File: config.mk
export PLATFORM = sky130hd
export DESIGN_NAME = alu_rs_flat
export DESIGN_NICKNAME = d
export VERILOG_FILES = /design/src/rtl/alu_rs_if.sv /design/src/rtl/alu_rs.sv /design/src/flat_wrapper.sv
export SDC_FILE = /design/constraint.sdc
export NUM_CORES = 2
export LEC_CHECK = 0
export ABC_CLOCK_PERIOD_IN_PS = 2670
export CORE_MARGIN = 3
export CORE_UTILIZATION = 55
export DETAILED_ROUTE_END_ITERATION = 8
export GPL_ROUTABILITY_DRIVEN = 0
export GPL_TIMING_DRIVEN = 1
export PLACE_DENSITY = 0.87
export SLEW_MARGIN = 25
export SYNTH_ARGS = -nofsm -noshare
export SYNTH_HDL_FRONTEND = slang
export SYNTH_SLANG_ARGS = --single-unit
File: constraint.sdc
create_clock -name clk -period 2.67 [get_ports clk]
set_clock_uncertainty 0.05 [all_clocks]
set_input_delay 0.4005 -clock clk [delete_from_list [all_inputs] [get_ports clk]]
set_output_delay 0.4005 -clock clk [all_outputs]
set_load 0.005 [all_outputs]
File: src/rtl/alu_rs_if.sv
// Dispatch, CDB snoop and ALU issue signals of the ALU reservation station.
// The master side is the dispatcher/ALU/CDB environment and the slave side is the station.
interface alu_rs_if #(
    parameter int DATA_W = 32,
    parameter int TAG_W  = 4,
    parameter int NAME_W = 5,
    parameter int OP_W   = 5
);
    logic              enDisp;
    logic [OP_W-1:0]   dispOp;
    logic [DATA_W-1:0] dispData1;
    logic [TAG_W-1:0]  dispTag1;
    logic [DATA_W-1:0] dispData2;
    logic [TAG_W-1:0]  dispTag2;
    logic [NAME_W-1:0] dispName;
    logic [TAG_W-1:0]  dispTag;
    logic              rsFull;

    logic              enCDBWrt;
    logic [TAG_W-1:0]  CDBwrtTag;
    logic [DATA_W-1:0] CDBwrtData;

    logic              aluReady;
    logic              ALUen;
    logic [OP_W-1:0]   ALUop;
    logic [DATA_W-1:0] ALUsrc1;
    logic [DATA_W-1:0] ALUsrc2;
    logic [NAME_W-1:0] ALUname;
    logic [TAG_W-1:0]  ALUtag;

    modport master (
        output enDisp, dispOp, dispData1, dispTag1, dispData2, dispTag2, dispName, dispTag,
        output enCDBWrt, CDBwrtTag, CDBwrtData, aluReady,
        input  rsFull, ALUen, ALUop, ALUsrc1, ALUsrc2, ALUname, ALUtag
    );

    modport slave (
        input  enDisp, dispOp, dispData1, dispTag1, dispData2, dispTag2, dispName, dispTag,
        input  enCDBWrt, CDBwrtTag, CDBwrtData, aluReady,
        output rsFull, ALUen, ALUop, ALUsrc1, ALUsrc2, ALUname, ALUtag
    );
endinterface

File: src/rtl/alu_rs.sv
// ALU reservation station: holds dispatched ops until both operands are known
// (directly, by dispatch-time CDB bypass, or by CDB wakeup) and issues the lowest ready entry.
module alu_rs #(
    parameter int               RS_SIZE  = 8,
    parameter int               DATA_W   = 32,
    parameter int               TAG_W    = 4,
    parameter int               NAME_W   = 5,
    parameter int               OP_W     = 5,
    parameter logic [TAG_W-1:0] TAG_FREE = '0
) (
    input  logic   clk,
    input  logic   rst,
    alu_rs_if.slave bus
);
    localparam int IDX_W = $clog2(RS_SIZE);

    typedef struct packed {
        logic              busy;
        logic [OP_W-1:0]   op;
        logic [DATA_W-1:0] d1;
        logic [TAG_W-1:0]  t1;
        logic [DATA_W-1:0] d2;
        logic [TAG_W-1:0]  t2;
        logic [NAME_W-1:0] name;
        logic [TAG_W-1:0]  dtag;
    } ent_t;

    localparam ent_t ENT_RST = '{busy: 1'b0, op: '0, d1: '0, t1: TAG_FREE,
                                 d2: '0, t2: TAG_FREE, name: '0, dtag: TAG_FREE};

    ent_t ent_q [RS_SIZE];
    ent_t ent_d [RS_SIZE];
    ent_t disp_ent;

    logic [RS_SIZE-1:0] busy, ready;
    logic [IDX_W-1:0]   iss_idx, free_idx;
    logic               iss_any, full, cdb_hit, do_iss, do_disp, byp1, byp2;

    logic              alu_en_q,   alu_en_d;
    logic [OP_W-1:0]   alu_op_q,   alu_op_d;
    logic [DATA_W-1:0] alu_src1_q, alu_src1_d;
    logic [DATA_W-1:0] alu_src2_q, alu_src2_d;
    logic [NAME_W-1:0] alu_name_q, alu_name_d;
    logic [TAG_W-1:0]  alu_tag_q,  alu_tag_d;

    always_comb begin
        for (int i = 0; i < RS_SIZE; i++) begin
            busy[i]  = ent_q[i].busy;
            ready[i] = ent_q[i].busy && (ent_q[i].t1 == TAG_FREE) && (ent_q[i].t2 == TAG_FREE);
        end
    end

    assign full = &busy;

    // Walk downwards so the lowest matching index wins for both selectors.
    always_comb begin
        iss_idx  = '0;
        iss_any  = 1'b0;
        free_idx = '0;
        for (int i = RS_SIZE - 1; i >= 0; i--) begin
            if (ready[i]) begin
                iss_idx = IDX_W'(i);
                iss_any = 1'b1;
            end
            if (!busy[i]) free_idx = IDX_W'(i);
        end
    end

    assign cdb_hit = bus.enCDBWrt && (bus.CDBwrtTag != TAG_FREE);
    assign do_iss  = bus.aluReady && iss_any;
    assign do_disp = bus.enDisp && !full;
    assign byp1    = cdb_hit && (bus.dispTag1 == bus.CDBwrtTag);
    assign byp2    = cdb_hit && (bus.dispTag2 == bus.CDBwrtTag);

    always_comb begin
        disp_ent      = ENT_RST;
        disp_ent.busy = 1'b1;
        disp_ent.op   = bus.dispOp;
        disp_ent.d1   = byp1 ? bus.CDBwrtData : bus.dispData1;
        disp_ent.t1   = byp1 ? TAG_FREE : bus.dispTag1;
        disp_ent.d2   = byp2 ? bus.CDBwrtData : bus.dispData2;
        disp_ent.t2   = byp2 ? TAG_FREE : bus.dispTag2;
        disp_ent.name = bus.dispName;
        disp_ent.dtag = bus.dispTag;
    end

    // Allocation looks only at pre-edge busy bits, so a slot freed by issue stays empty this cycle.
    always_comb begin
        for (int i = 0; i < RS_SIZE; i++) begin
            ent_d[i] = ent_q[i];
            if (ent_q[i].busy && cdb_hit) begin
                if (ent_q[i].t1 == bus.CDBwrtTag) begin
                    ent_d[i].d1 = bus.CDBwrtData;
                    ent_d[i].t1 = TAG_FREE;
                end
                if (ent_q[i].t2 == bus.CDBwrtTag) begin
                    ent_d[i].d2 = bus.CDBwrtData;
                    ent_d[i].t2 = TAG_FREE;
                end
            end
            if (do_iss && (iss_idx == IDX_W'(i))) ent_d[i].busy = 1'b0;
            if (do_disp && (free_idx == IDX_W'(i))) ent_d[i] = disp_ent;
        end
    end

    always_comb begin
        alu_en_d   = 1'b0;
        alu_op_d   = alu_op_q;
        alu_src1_d = alu_src1_q;
        alu_src2_d = alu_src2_q;
        alu_name_d = alu_name_q;
        alu_tag_d  = alu_tag_q;
        if (do_iss) begin
            alu_en_d   = 1'b1;
            alu_op_d   = ent_q[iss_idx].op;
            alu_src1_d = ent_q[iss_idx].d1;
            alu_src2_d = ent_q[iss_idx].d2;
            alu_name_d = ent_q[iss_idx].name;
            alu_tag_d  = ent_q[iss_idx].dtag;
        end
    end

    always_ff @(posedge clk) begin
        if (rst) begin
            for (int i = 0; i < RS_SIZE; i++) ent_q[i] <= ENT_RST;
            alu_en_q   <= 1'b0;
            alu_op_q   <= '0;
            alu_src1_q <= '0;
            alu_src2_q <= '0;
            alu_name_q <= '0;
            alu_tag_q  <= TAG_FREE;
        end else begin
            ent_q      <= ent_d;
            alu_en_q   <= alu_en_d;
            alu_op_q   <= alu_op_d;
            alu_src1_q <= alu_src1_d;
            alu_src2_q <= alu_src2_d;
            alu_name_q <= alu_name_d;
            alu_tag_q  <= alu_tag_d;
        end
    end

    assign bus.rsFull  = full;
    assign bus.ALUen   = alu_en_q;
    assign bus.ALUop   = alu_op_q;
    assign bus.ALUsrc1 = alu_src1_q;
    assign bus.ALUsrc2 = alu_src2_q;
    assign bus.ALUname = alu_name_q;
    assign bus.ALUtag  = alu_tag_q;
endmodule

File: src/flat_wrapper.sv
// flat-port wrapper written by rule: the top's interface ports become plain ports
module alu_rs_flat 
#(
    parameter int               RS_SIZE  = 8,
    parameter int               DATA_W   = 32,
    parameter int               TAG_W    = 4,
    parameter int               NAME_W   = 5,
    parameter int               OP_W     = 5,
    parameter logic [TAG_W-1:0] TAG_FREE = '0
)
  (clk, rst, bus_enDisp, bus_dispOp, bus_dispData1, bus_dispTag1, bus_dispData2, bus_dispTag2, bus_dispName, bus_dispTag, bus_enCDBWrt, bus_CDBwrtTag, bus_CDBwrtData, bus_aluReady, bus_rsFull, bus_ALUen, bus_ALUop, bus_ALUsrc1, bus_ALUsrc2, bus_ALUname, bus_ALUtag);
  alu_rs_if #(.DATA_W(DATA_W), .TAG_W(TAG_W), .NAME_W(NAME_W), .OP_W(OP_W)) bus_i ();
  input  logic clk;
  input  logic rst;
  input wire logic [$bits(bus_i.enDisp)-1:0] bus_enDisp;
  input wire logic [$bits(bus_i.dispOp)-1:0] bus_dispOp;
  input wire logic [$bits(bus_i.dispData1)-1:0] bus_dispData1;
  input wire logic [$bits(bus_i.dispTag1)-1:0] bus_dispTag1;
  input wire logic [$bits(bus_i.dispData2)-1:0] bus_dispData2;
  input wire logic [$bits(bus_i.dispTag2)-1:0] bus_dispTag2;
  input wire logic [$bits(bus_i.dispName)-1:0] bus_dispName;
  input wire logic [$bits(bus_i.dispTag)-1:0] bus_dispTag;
  input wire logic [$bits(bus_i.enCDBWrt)-1:0] bus_enCDBWrt;
  input wire logic [$bits(bus_i.CDBwrtTag)-1:0] bus_CDBwrtTag;
  input wire logic [$bits(bus_i.CDBwrtData)-1:0] bus_CDBwrtData;
  input wire logic [$bits(bus_i.aluReady)-1:0] bus_aluReady;
  output wire logic [$bits(bus_i.rsFull)-1:0] bus_rsFull;
  output wire logic [$bits(bus_i.ALUen)-1:0] bus_ALUen;
  output wire logic [$bits(bus_i.ALUop)-1:0] bus_ALUop;
  output wire logic [$bits(bus_i.ALUsrc1)-1:0] bus_ALUsrc1;
  output wire logic [$bits(bus_i.ALUsrc2)-1:0] bus_ALUsrc2;
  output wire logic [$bits(bus_i.ALUname)-1:0] bus_ALUname;
  output wire logic [$bits(bus_i.ALUtag)-1:0] bus_ALUtag;
  assign bus_i.enDisp = bus_enDisp;
  assign bus_i.dispOp = bus_dispOp;
  assign bus_i.dispData1 = bus_dispData1;
  assign bus_i.dispTag1 = bus_dispTag1;
  assign bus_i.dispData2 = bus_dispData2;
  assign bus_i.dispTag2 = bus_dispTag2;
  assign bus_i.dispName = bus_dispName;
  assign bus_i.dispTag = bus_dispTag;
  assign bus_i.enCDBWrt = bus_enCDBWrt;
  assign bus_i.CDBwrtTag = bus_CDBwrtTag;
  assign bus_i.CDBwrtData = bus_CDBwrtData;
  assign bus_i.aluReady = bus_aluReady;
  assign bus_rsFull = bus_i.rsFull;
  assign bus_ALUen = bus_i.ALUen;
  assign bus_ALUop = bus_i.ALUop;
  assign bus_ALUsrc1 = bus_i.ALUsrc1;
  assign bus_ALUsrc2 = bus_i.ALUsrc2;
  assign bus_ALUname = bus_i.ALUname;
  assign bus_ALUtag = bus_i.ALUtag;
  alu_rs #(.RS_SIZE(RS_SIZE), .DATA_W(DATA_W), .TAG_W(TAG_W), .NAME_W(NAME_W), .OP_W(OP_W), .TAG_FREE(TAG_FREE)) u_core (.clk(clk), .rst(rst), .bus(bus_i));
endmodule
==> flow_metrics.env <==
export IMPL_slew_viol_final=0
export IMPL_nNetsFinal=4418
export IMPL_switching_share_pct=25.15
export IMPL_rsz0062_at_grt="yes"
export IMPL_die_area_mm2=0.07191
export IMPL_area_growth_pct=21.52
export IMPL_fmax_ghz=0.3581
export IMPL_row_count=95
export IMPL_cts_hold_buf=0
export IMPL_cts_root_buf="clkbuf_16"
export IMPL_clock_latency_ps=650
export IMPL_grt_first_pass_wirelength_mm=203.3
export IMPL_final_common_cell="dfxtp_1"
export IMPL_numCtsBuffers=80
export IMPL_io_buffer_count=206
export IMPL_p_sw_mw=6.635
export IMPL_clk_pin_slew_ps=70
export IMPL_grt_pass1_vias=35160
export IMPL_cp_arrival_ps=3260
export IMPL_start_util_pct=55.89
export IMPL_fin_ws_ps=-122.3
export IMPL_vias=36500
export IMPL_max_slew_margin_pct=61.25
export IMPL_finalHoldViolCount=0
export IMPL_drtIter0Drc=6251
export IMPL_setup_viol=64
export IMPL_synth_sequential_area_ratio_pct=41.04
export IMPL_chipWidth_um=268.2
export IMPL_period_share_pct=104.6
export IMPL_design_area_mm2=0.04593
export IMPL_cts_tree="yes"
export IMPL_required_ps=3140
export IMPL_clkSinkCount=775
export IMPL_pwr_share_comb_pct=8.6
export IMPL_numPlacedInstances=5053
export IMPL_post_dp_cell_area_mm2=0.04236
export IMPL_end_kind="flip-flop"
export IMPL_dpl_hpwl_mm=78.37
export IMPL_max_slew_worst_pin_slew_ps=581.3
export IMPL_power_mw=26.38
export IMPL_pwr_share_clk_pct=46.1
export IMPL_drc=0
export IMPL_htreeDepth=3
export IMPL_track_usage_pct=35.87
export IMPL_final_core_util_pct=67.92
export IMPL_syn_area_per_cell_um2=9.058
export IMPL_die_h_um=268.2
export IMPL_viasPerCell=6.977
export IMPL_synth_edff_count=0
export IMPL_drt_total_wl_mm=137.6
export IMPL_io_pins=207
export IMPL_yosysWarnings=0
export IMPL_routedWlPerCell_um=26.30
export IMPL_setup_worst_path_class="reg -> reg"
export IMPL_powerDensity_mw_per_mm2=574.3
export IMPL_pre_cts_ws_ps=-197.9
export IMPL_finalCriticalPeriod_ps=2792
export IMPL_drive_above_1_share_pct=15.72
export IMPL_drv_cap=0
export IMPL_async_flop_share_pct=0
export IMPL_synth_nets=4300
export IMPL_leakage_nw=14.98
export IMPL_clk_path_buf_depth=3
export IMPL_seqPwrFrac_pct=45.3
export IMPL_dr_pass1_iters=9
export IMPL_path_max_fanout=11
export IMPL_antenna_found_initial=3
export IMPL_fin_cells=5231
export IMPL_globalRouteOverflowTotal=0
export IMPL_intPower_mw=19.75
export IMPL_ir_worst_vdd_mv=0.4007
export IMPL_postRouteAntennaNets=0
export IMPL_layout_common_cells="dfxtp_1, nor2_1, mux2i_1"
export IMPL_synth_lib_cells_used_distinct=59
export IMPL_ys_flop_type="dfxtp_1"
export IMPL_crit_path_start_kind="flip-flop"
export IMPL_core_area_mm2=0.06763
export IMPL_synthesis_instances=4173
export IMPL_outcome="finished, violations left"
export IMPL_hold_class="in -> reg"
export IMPL_grt_max_degree=103
export IMPL_violations="setup timing"
export IMPL_synth_seq_cells=775
export IMPL_netlist_area_mm2=0.03780
[Yosys cell counts (all sizes together), types with 12 or more instances]
cell type | n | area (µm²)
dfxtp | 775 | 15510
nor2 | 690 | 2618
a211oi | 515 | 3884
mux2i | 513 | 5135
clkbuf | 324 | 1235
nand2 | 295 | 1107
mux2 | 219 | 2466
buf | 146 | 802.0
a21oi | 132 | 664.4
a22oi | 78 | 585.6
a222oi | 76 | 760.7
xnor2 | 68 | 595.6
o21ai | 60 | 300.3
a221oi | 56 | 490.5
o22a | 32 | 280.3
nand4 | 27 | 168.9
a31oi | 24 | 150.1
a2bb2oi | 23 | 201.4
o211ai | 22 | 165.2
nand2b | 14 | 87.58
inv | 12 | 45.04
[layer usage]
layer / GRT usage [%] / share of wire (%) / up-vias
met4: 23.48 / 6.9 / 2
li1: - / - / 15450
met5: 0 / 0.0094 / -
met1: 45.34 / 36 / 17210
met3: 8.194 / 13 / 763
met2: 55.17 / 44 / 3081
[critical path, stage by stage, from the launching register on]
cell      delay (ps)
dfxtp_2          330
nor4_4           270
buf_4            150
and4_4           230
a211oi_4          80
a211oi_4         260
buf_8            230
buf_12           180
mux2_4           310
a222oi_1         430
o211ai_1         140
[cell type report]
class	instances	area, µm²
clock buffers	112	2365
repair buffers	506	5664
diodes	1	2.502
flip-flops and latches	775	15520
fillers	4455	21700
clock inverters	36	483.0
multi-input cells	2916	20760
well taps	873	1092
inverters	12	45.04
[per-stage QoR]
stage / setup TNS, ps / hold WS, ps
global route: -10580 / 124.7
finish: -3313 / 121.4
floorplan: 0 / 382.9
global placement: -27440 / 388.2
CTS: -455.9 / 96.77
detailed placement: -49830 / 395.6
[sequential cells by signal, summed over array words and instances (netlist names)]
signal,cells
u_core.ent_q,688
u_core.bus.ALUsrc1,32
u_core.bus.ALUsrc2,32
u_core.busy,8
u_core.bus.ALUname,5
u_core.bus.ALUop,5
u_core.bus.ALUtag,4
u_core.bus.ALUen,1
[cell families (layout without fill, tap and decap cells)]
logic type	count (synthesis)	count (layout)	share of synthesized area [%]
AO/OA/AOI/OAI	1029	1029	20.04
XOR/XNOR	72	72	1.668
buffers and inverters	482	666	5.508
flip-flops	775	775	41.04
multiplexers	732	732	20.11
other	0	1	0
AND/OR/NAND/NOR	1083	1083	11.63
[power groups by stage]
stage	Combinational [mW]	Clock, mW	Sequential (mW)
after floorplan	1.23	0	12.2
after global placement	2.10	0	12.2
after detailed placement	2.14	0	12.2
after CTS	2.16	12.1	11.9
after global routing	2.36	12.6	12.0
final	2.27	12.2	12.0
[path summary, 6_finish.rpt]
path / startpoint / to / slack, ps / cells after the start
max: u_core.ent_q[45] / u_core.bus.ALUsrc1[6] / -120 / 10
min: rst / u_core.ent_q[520] / 120 / 2
max reg2reg: u_core.ent_q[45] / u_core.bus.ALUsrc1[6] / -120 / 10
min reg2reg: u_core.ent_q[432] / u_core.ent_q[432] / 400 / 2
[repair_timing]
| item | in CTS | in global routing |
|---|---|---|
| setup buffers | 10 | 14 |
| pin swaps | 26 | 33 |
| gates cloned | 2 | 3 |
| endpoints found under the setup margin | 77 | 113 |
| gates resized for setup | 24 | 75 |
No activity file was read; power rests on OpenSTA's default activity.
